`config.mk`:
```
export PLATFORM = sky130hd
export DESIGN_NAME = fc_layer_param
export DESIGN_NICKNAME = d
export VERILOG_FILES = /design/src/rtl/fc_pkg.sv /design/src/rtl/fc_mac.sv /design/src/rtl/fc_layer_param.sv
export SDC_FILE = /design/constraint.sdc
export NUM_CORES = 2
export LEC_CHECK = 0
export ABC_CLOCK_PERIOD_IN_PS = 14000
export CAP_MARGIN = 20
export CORE_MARGIN = 3
export CORE_UTILIZATION = 45
export DETAILED_ROUTE_END_ITERATION = 10
export PLACE_DENSITY = 0.62
export SLEW_MARGIN = 20
export SYNTH_ARGS = -nofsm -noshare
export SYNTH_HDL_FRONTEND = slang
export SYNTH_SLANG_ARGS = --single-unit
```
`constraint.sdc`:
```
create_clock -name clk -period 14 [get_ports clk]
set_clock_uncertainty 0.2 [all_clocks]
set_input_delay 3.5 -clock clk [delete_from_list [all_inputs] [get_ports clk]]
set_output_delay 3.5 -clock clk [all_outputs]
set_load 0.005 [all_outputs]
```
`src/rtl/fc_pkg.sv`:
```
// fc_pkg: FSM state, default sizes and output-stage saturate/ReLU helpers for fc_layer_param
package fc_pkg;
  localparam int FC_N_IN = 30;
  localparam int FC_N_OUT = 10;
  localparam int FC_DATA_W = 16;
  localparam int FC_FRAC_W = 8;
  localparam int FC_RELU_EN = 0;
  typedef enum logic [1:0] {S_IDLE, S_MAC, S_FINAL, S_OUT} fc_state_e;
  function automatic int acc_width(input int dw, input int n);
    return 2 * dw + $clog2(n);
  endfunction
  function automatic logic signed [63:0] sat(input logic signed [63:0] v, input int dw);
    logic signed [63:0] hi;
    logic signed [63:0] lo;
    hi = (64'sd1 <<< (dw - 1)) - 64'sd1;
    lo = -hi - 64'sd1;
    return v > hi ? hi : v < lo ? lo : v;
  endfunction
  function automatic logic signed [63:0] relu(input logic signed [63:0] v, input bit en);
    return (en && v < 0) ? 64'sd0 : v;
  endfunction
endpackage

```
`src/rtl/fc_mac.sv`:
```
// fc_mac: signed x*w product added to one accumulator; ports x, w (DATA_W), acc_in -> acc_out (ACC_W)
module fc_mac
  import fc_pkg::*;
#(
  parameter int DATA_W = FC_DATA_W,
  parameter int ACC_W = acc_width(FC_DATA_W, FC_N_IN)
) (
  input  logic signed [DATA_W-1:0] x,
  input  logic signed [DATA_W-1:0] w,
  input  logic signed [ACC_W-1:0]  acc_in,
  output logic signed [ACC_W-1:0]  acc_out
);
  logic signed [2*DATA_W-1:0] prod;
  always_comb begin
    prod = (2 * DATA_W)'(x) * (2 * DATA_W)'(w);
    acc_out = acc_in + ACC_W'(prod);
  end
endmodule

```
`src/rtl/fc_layer_param.sv`:
```
// fc_layer_param: streamed-weight fully connected layer; ports clk, reset, in_valid/in_ready/in_vec/bias_vec, w_valid/w_ready/w_data, out_valid/out_ready/out_vec, busy, in_idx, out_idx
module fc_layer_param
  import fc_pkg::*;
#(
  parameter int N_IN = FC_N_IN,
  parameter int N_OUT = FC_N_OUT,
  parameter int DATA_W = FC_DATA_W,
  parameter int FRAC_W = FC_FRAC_W,
  parameter int RELU_EN = FC_RELU_EN
) (
  input  logic                                       clk,
  input  logic                                       reset,
  input  logic                                       in_valid,
  output logic                                       in_ready,
  input  logic [N_IN-1:0][DATA_W-1:0]                in_vec,
  input  logic [N_OUT-1:0][DATA_W-1:0]               bias_vec,
  input  logic                                       w_valid,
  output logic                                       w_ready,
  input  logic [DATA_W-1:0]                          w_data,
  output logic                                       out_valid,
  input  logic                                       out_ready,
  output logic [N_OUT-1:0][DATA_W-1:0]               out_vec,
  output logic                                       busy,
  output logic [$clog2(N_IN > 1 ? N_IN : 2)-1:0]     in_idx,
  output logic [$clog2(N_OUT > 1 ? N_OUT : 2)-1:0]   out_idx
);
  localparam int IW = $clog2(N_IN > 1 ? N_IN : 2);
  localparam int OW = $clog2(N_OUT > 1 ? N_OUT : 2);
  localparam int ACC_W = acc_width(DATA_W, N_IN);
  localparam logic [IW-1:0] IN_LAST = IW'(N_IN - 1);
  localparam logic [OW-1:0] OUT_LAST = OW'(N_OUT - 1);
  fc_state_e state;
  logic [N_IN-1:0][DATA_W-1:0] in_q;
  logic [N_OUT-1:0][DATA_W-1:0] bias_q;
  logic signed [ACC_W-1:0] acc [N_OUT];
  logic signed [ACC_W-1:0] acc_nxt;
  logic signed [ACC_W:0] sum [N_OUT];
  logic [N_OUT-1:0][DATA_W-1:0] res;
  fc_mac #(.DATA_W(DATA_W), .ACC_W(ACC_W)) u_mac (
    .x(signed'(in_q[in_idx])),
    .w(signed'(w_data)),
    .acc_in(acc[out_idx]),
    .acc_out(acc_nxt)
  );
  // bias is aligned to the product scale (2*FRAC_W) before the single rescaling shift
  always_comb
    for (int j = 0; j < N_OUT; j++) begin
      sum[j] = (ACC_W + 1)'(acc[j]) + ((ACC_W + 1)'(signed'(bias_q[j])) <<< FRAC_W);
      res[j] = DATA_W'(relu(sat(64'(sum[j] >>> FRAC_W), DATA_W), RELU_EN != 0));
    end
  always_ff @(posedge clk)
    if (reset) begin
      state <= S_IDLE;
      in_ready <= 1'b0;
      w_ready <= 1'b0;
      out_valid <= 1'b0;
      busy <= 1'b0;
      in_idx <= '0;
      out_idx <= '0;
      in_q <= '0;
      bias_q <= '0;
      out_vec <= '0;
      for (int j = 0; j < N_OUT; j++) acc[j] <= '0;
    end else
      case (state)
        S_IDLE:
          if (in_valid && in_ready) begin
            state <= S_MAC;
            in_ready <= 1'b0;
            w_ready <= 1'b1;
            busy <= 1'b1;
            in_q <= in_vec;
            bias_q <= bias_vec;
            in_idx <= '0;
            out_idx <= '0;
            for (int j = 0; j < N_OUT; j++) acc[j] <= '0;
          end else in_ready <= 1'b1;
        S_MAC:
          if (w_valid && w_ready) begin
            acc[out_idx] <= acc_nxt;
            if (out_idx == OUT_LAST) begin
              out_idx <= '0;
              if (in_idx == IN_LAST) begin
                state <= S_FINAL;
                w_ready <= 1'b0;
              end else in_idx <= in_idx + 1'b1;
            end else out_idx <= out_idx + 1'b1;
          end
        S_FINAL: begin
          state <= S_OUT;
          out_vec <= res;
          out_valid <= 1'b1;
        end
        S_OUT:
          if (out_ready) begin
            state <= S_IDLE;
            out_valid <= 1'b0;
            out_vec <= '0;
            busy <= 1'b0;
            in_ready <= 1'b1;
          end
        default: state <= S_IDLE;
      endcase
endmodule
```
==> flow_metrics.tcl <==
set metrics [dict create \
    cts_tree "yes" \
    p_leak_nw 39.2 \
    rsz0062_at_grt "no" \
    p_sw_mw 12.8 \
    setup_tns_ns 0 \
    setup_viol 0 \
    crit_slowest_cell "clkdlybuf4s50_1" \
    ys_seq_area_share_pct 40.4 \
    cp.arrival_ns 11.72 \
    dp_cells 11665 \
    clock-sinks 1411 \
    tightestPinTransition_ns 1.18 \
    path_clk_slew_ns 0.06 \
    die-area_um2 193000 \
    final_cell_mix "1690 x nand2_1, 954 x a21oi_1, 832 x clkdlybuf4s50_1, 812 x dfxtp_1, 647 x nor2_1" \
    die-width_um 440 \
    fin_cells 12004 \
    yosysWarnings 0 \
    drt_iter0_drc 8135 \
    synth_cell_types 115 \
    rows 158 \
    postSynthCellCount 8756 \
    clkPwrFrac_pct 16.8 \
    vias 70985 \
    postCtsHoldBufs 0 \
    synth_edf_count 592 \
    worstSetupStartpointType "primary input" \
    grt_pass1_wl_um 461000 \
    vdd_ir_drop_max_uv 907 \
    fin_area_um2 101000 \
    status "finished, final reports clean" \
    finalPower_mw 25.3 \
    cp_max_fo 16 \
    syn-num-nets 10150 \
    viasPerCell 5.91 \
    combPwrFrac_pct 57.7 \
    synth_top_cell_by_area "edfxtp_1" \
    whs_ns 0.251 \
    cts_max_level 4 \
    path_delay_family "adder cells" \
    port_buffers 833 \
    routed_wl_um 318000 \
    syn_to_final_growth_pct 19.2 \
    grt_pass1_vias 68775 \
    ios 834 \
    slew_violations 0 \
    root_buffer "clkbuf_16" \
    slowest_delay_ns 0.98 \
    cp.required_ns 14.26 \
    endpoint_kind "flip-flop" \
    synth_area_um2 84600 \
    min_path_type "flip-flop to flip-flop" \
    cts_buffers 157 \
    hold_viol 0 \
    drt.antenna.violating_nets 0 \
    seqPwrFrac_pct 25.5 \
    place.gp.congestion 0.930 \
    syn_avg_cell_area_um2 9.66 \
    grt_overflow_total 0 \
    p_int_mw 12.5 \
    dr.pass1.iters 7 \
    synth.top_cell.area_share_pct 21.0 \
    clk_latency_ns 0.81 \
    synth-main-ff-cell "dfxtp_1" \
    synth.top_cells.by_area "edfxtp_1 21%, dfxtp_1 19%, fa_1 7.8%" \
    layout_commonest_cell "nand2_1" \
    worstSetupPathType "primary input to flip-flop" \
    hpwl_um 242000 \
    synth_seq_cells 1411 \
    maxClockFrequency_ghz 0.0873 \
    cts_setup_buffers 0 \
    fp.dieH_um 440 \
    clock_path_buffers 3 \
    start_util_pct 45.4 \
    wl_per_cell_um 26.5 \
    drv_cap 0 \
    relSlewSlack_pct 21.1 \
    ctsResizeCount 0 \
    antenna_found_initial 79 \
    powerDensity_nw_per_um2 251 \
    placeableCoreArea_um2 186000 \
    grt_start_max_net_pins 207 \
    postPlaceCellArea_um2 95400 \
    drt_drc_violations_left 0 \
    path_buf_inv 7 \
    nNetsFinal 10739 \
    async_flop_share_pct 0 \
    drive_gt1_share_pct 8.24 \
    fin_crit_sh_pct 81.8 \
    grt_usage_pct 32.3 \
    fin_crit_ns 11.46 \
    switching_share_pct 50.6 \
]
==> final timing paths <==
check	start	to	slack, ns	cells past startpoint
setup / recovery	w_data[4]	acc[11][36]	2.54	25
hold / removal	out_vec[49]	out_vec[49]	0.25	2
setup reg to reg	in_idx[0]	acc[11][36]	2.69	31
hold reg to reg	out_vec[49]	out_vec[49]	0.25	2
==> tightest hold or removal path: cells and delay by family (launching register included) <==
kind / cells / cell delay, ns
AO/OA/AOI/OAI: 1 / 0.05
flip-flops: 1 / 0.30
AND/OR/NAND/NOR: 1 / 0.05
==> metal layers <==
| metal | GRT usage, % | wire (um) | vias up |
|---|---|---|---|
| met5 | 0 | 207 | - |
| met1 | 44.1 | 130000 | 35037 |
| met2 | 48.9 | 142000 | 3251 |
| li1 | - | - | 32121 |
| met3 | 8.13 | 32400 | 546 |
| met4 | 13.4 | 13400 | 30 |
==> cell families after synthesis <==
family,count (synthesis),synth area share (%)
compound gates,1925,14.3
xor+xnor,241,2.49
fa+ha+maj,733,13.8
buf+inv,979,4.45
flops,1411,40.4
mux,379,8.74
simple gates,3088,15.9
==> metrics by stage <==
step	worst slack, ns	util [%]
after floorplan	3.74	-
after global placement	1.93	51.2
after detailed placement	1.84	51.2
after CTS	2.67	54.0
after global routing	2.21	54.1
final	2.54	54.1
==> cells in the mapped netlist, types with 20 or more instances <==
cell type and instances:
o21a_1 53, buf_1 35, a211o_1 20, clkbuf_1 447
inv_1 449, nand3_1 128, dfxtp_1 819, nand2b_1 48
a31oi_1 42, buf_2 36, nor3_1 88, nand2_1 1696
mux2i_1 86, a221o_1 87, and3_1 40, a21o_1 109
o21ai_0 192, a211oi_1 60, and2_1 147, nor2_1 654
a2111oi_0 29, ha_1 405, o211ai_1 51, mux4_2 287
a21oi_1 955, or3_1 24, o21ai_1 28, a22oi_1 22
o22ai_1 26, fa_1 328, xor2_1 96, nand4_1 52
xnor2_1 145, nor4_1 27, edfxtp_1 592, o21bai_1 54
nor2b_1 65
==> state kept, by name, summed over array words and instances, names as in the netlist, named ones only <==
| name | flops |
|---|---|
| state | 2 |
| out_vec | 160 |
| acc | 592 |
| out_valid | 1 |
| in_q | 480 |
| in_idx | 5 |
| in_ready | 1 |
| w_ready | 1 |
| out_idx | 4 |
| bias_q | 160 |
| busy | 1 |
==> cell type report <==
cell class / instances / area, um^2
Tap cell: 2480 / 3100
Antenna cell: 50 / 125
Multi-Input combinational cell: 6366 / 47000
Clock buffer: 206 / 4370
Timing Repair Buffer: 956 / 9440
Fill cell: 16764 / 85400
Clock inverter: 82 / 902
Sequential cell: 1411 / 34200
Inverter: 453 / 1700
==> power by group through the flow <==
stage	logic (mW)	registers, mW	clock network [mW]
global placement	13.8	6.52	0
global route	15.5	6.50	4.47
detailed placement	14.1	6.53	0
CTS	14.2	6.45	4.30
floorplan	7.56	6.27	0
finish	14.6	6.46	4.26
Note: power is estimated with default switching activity, not from simulation.
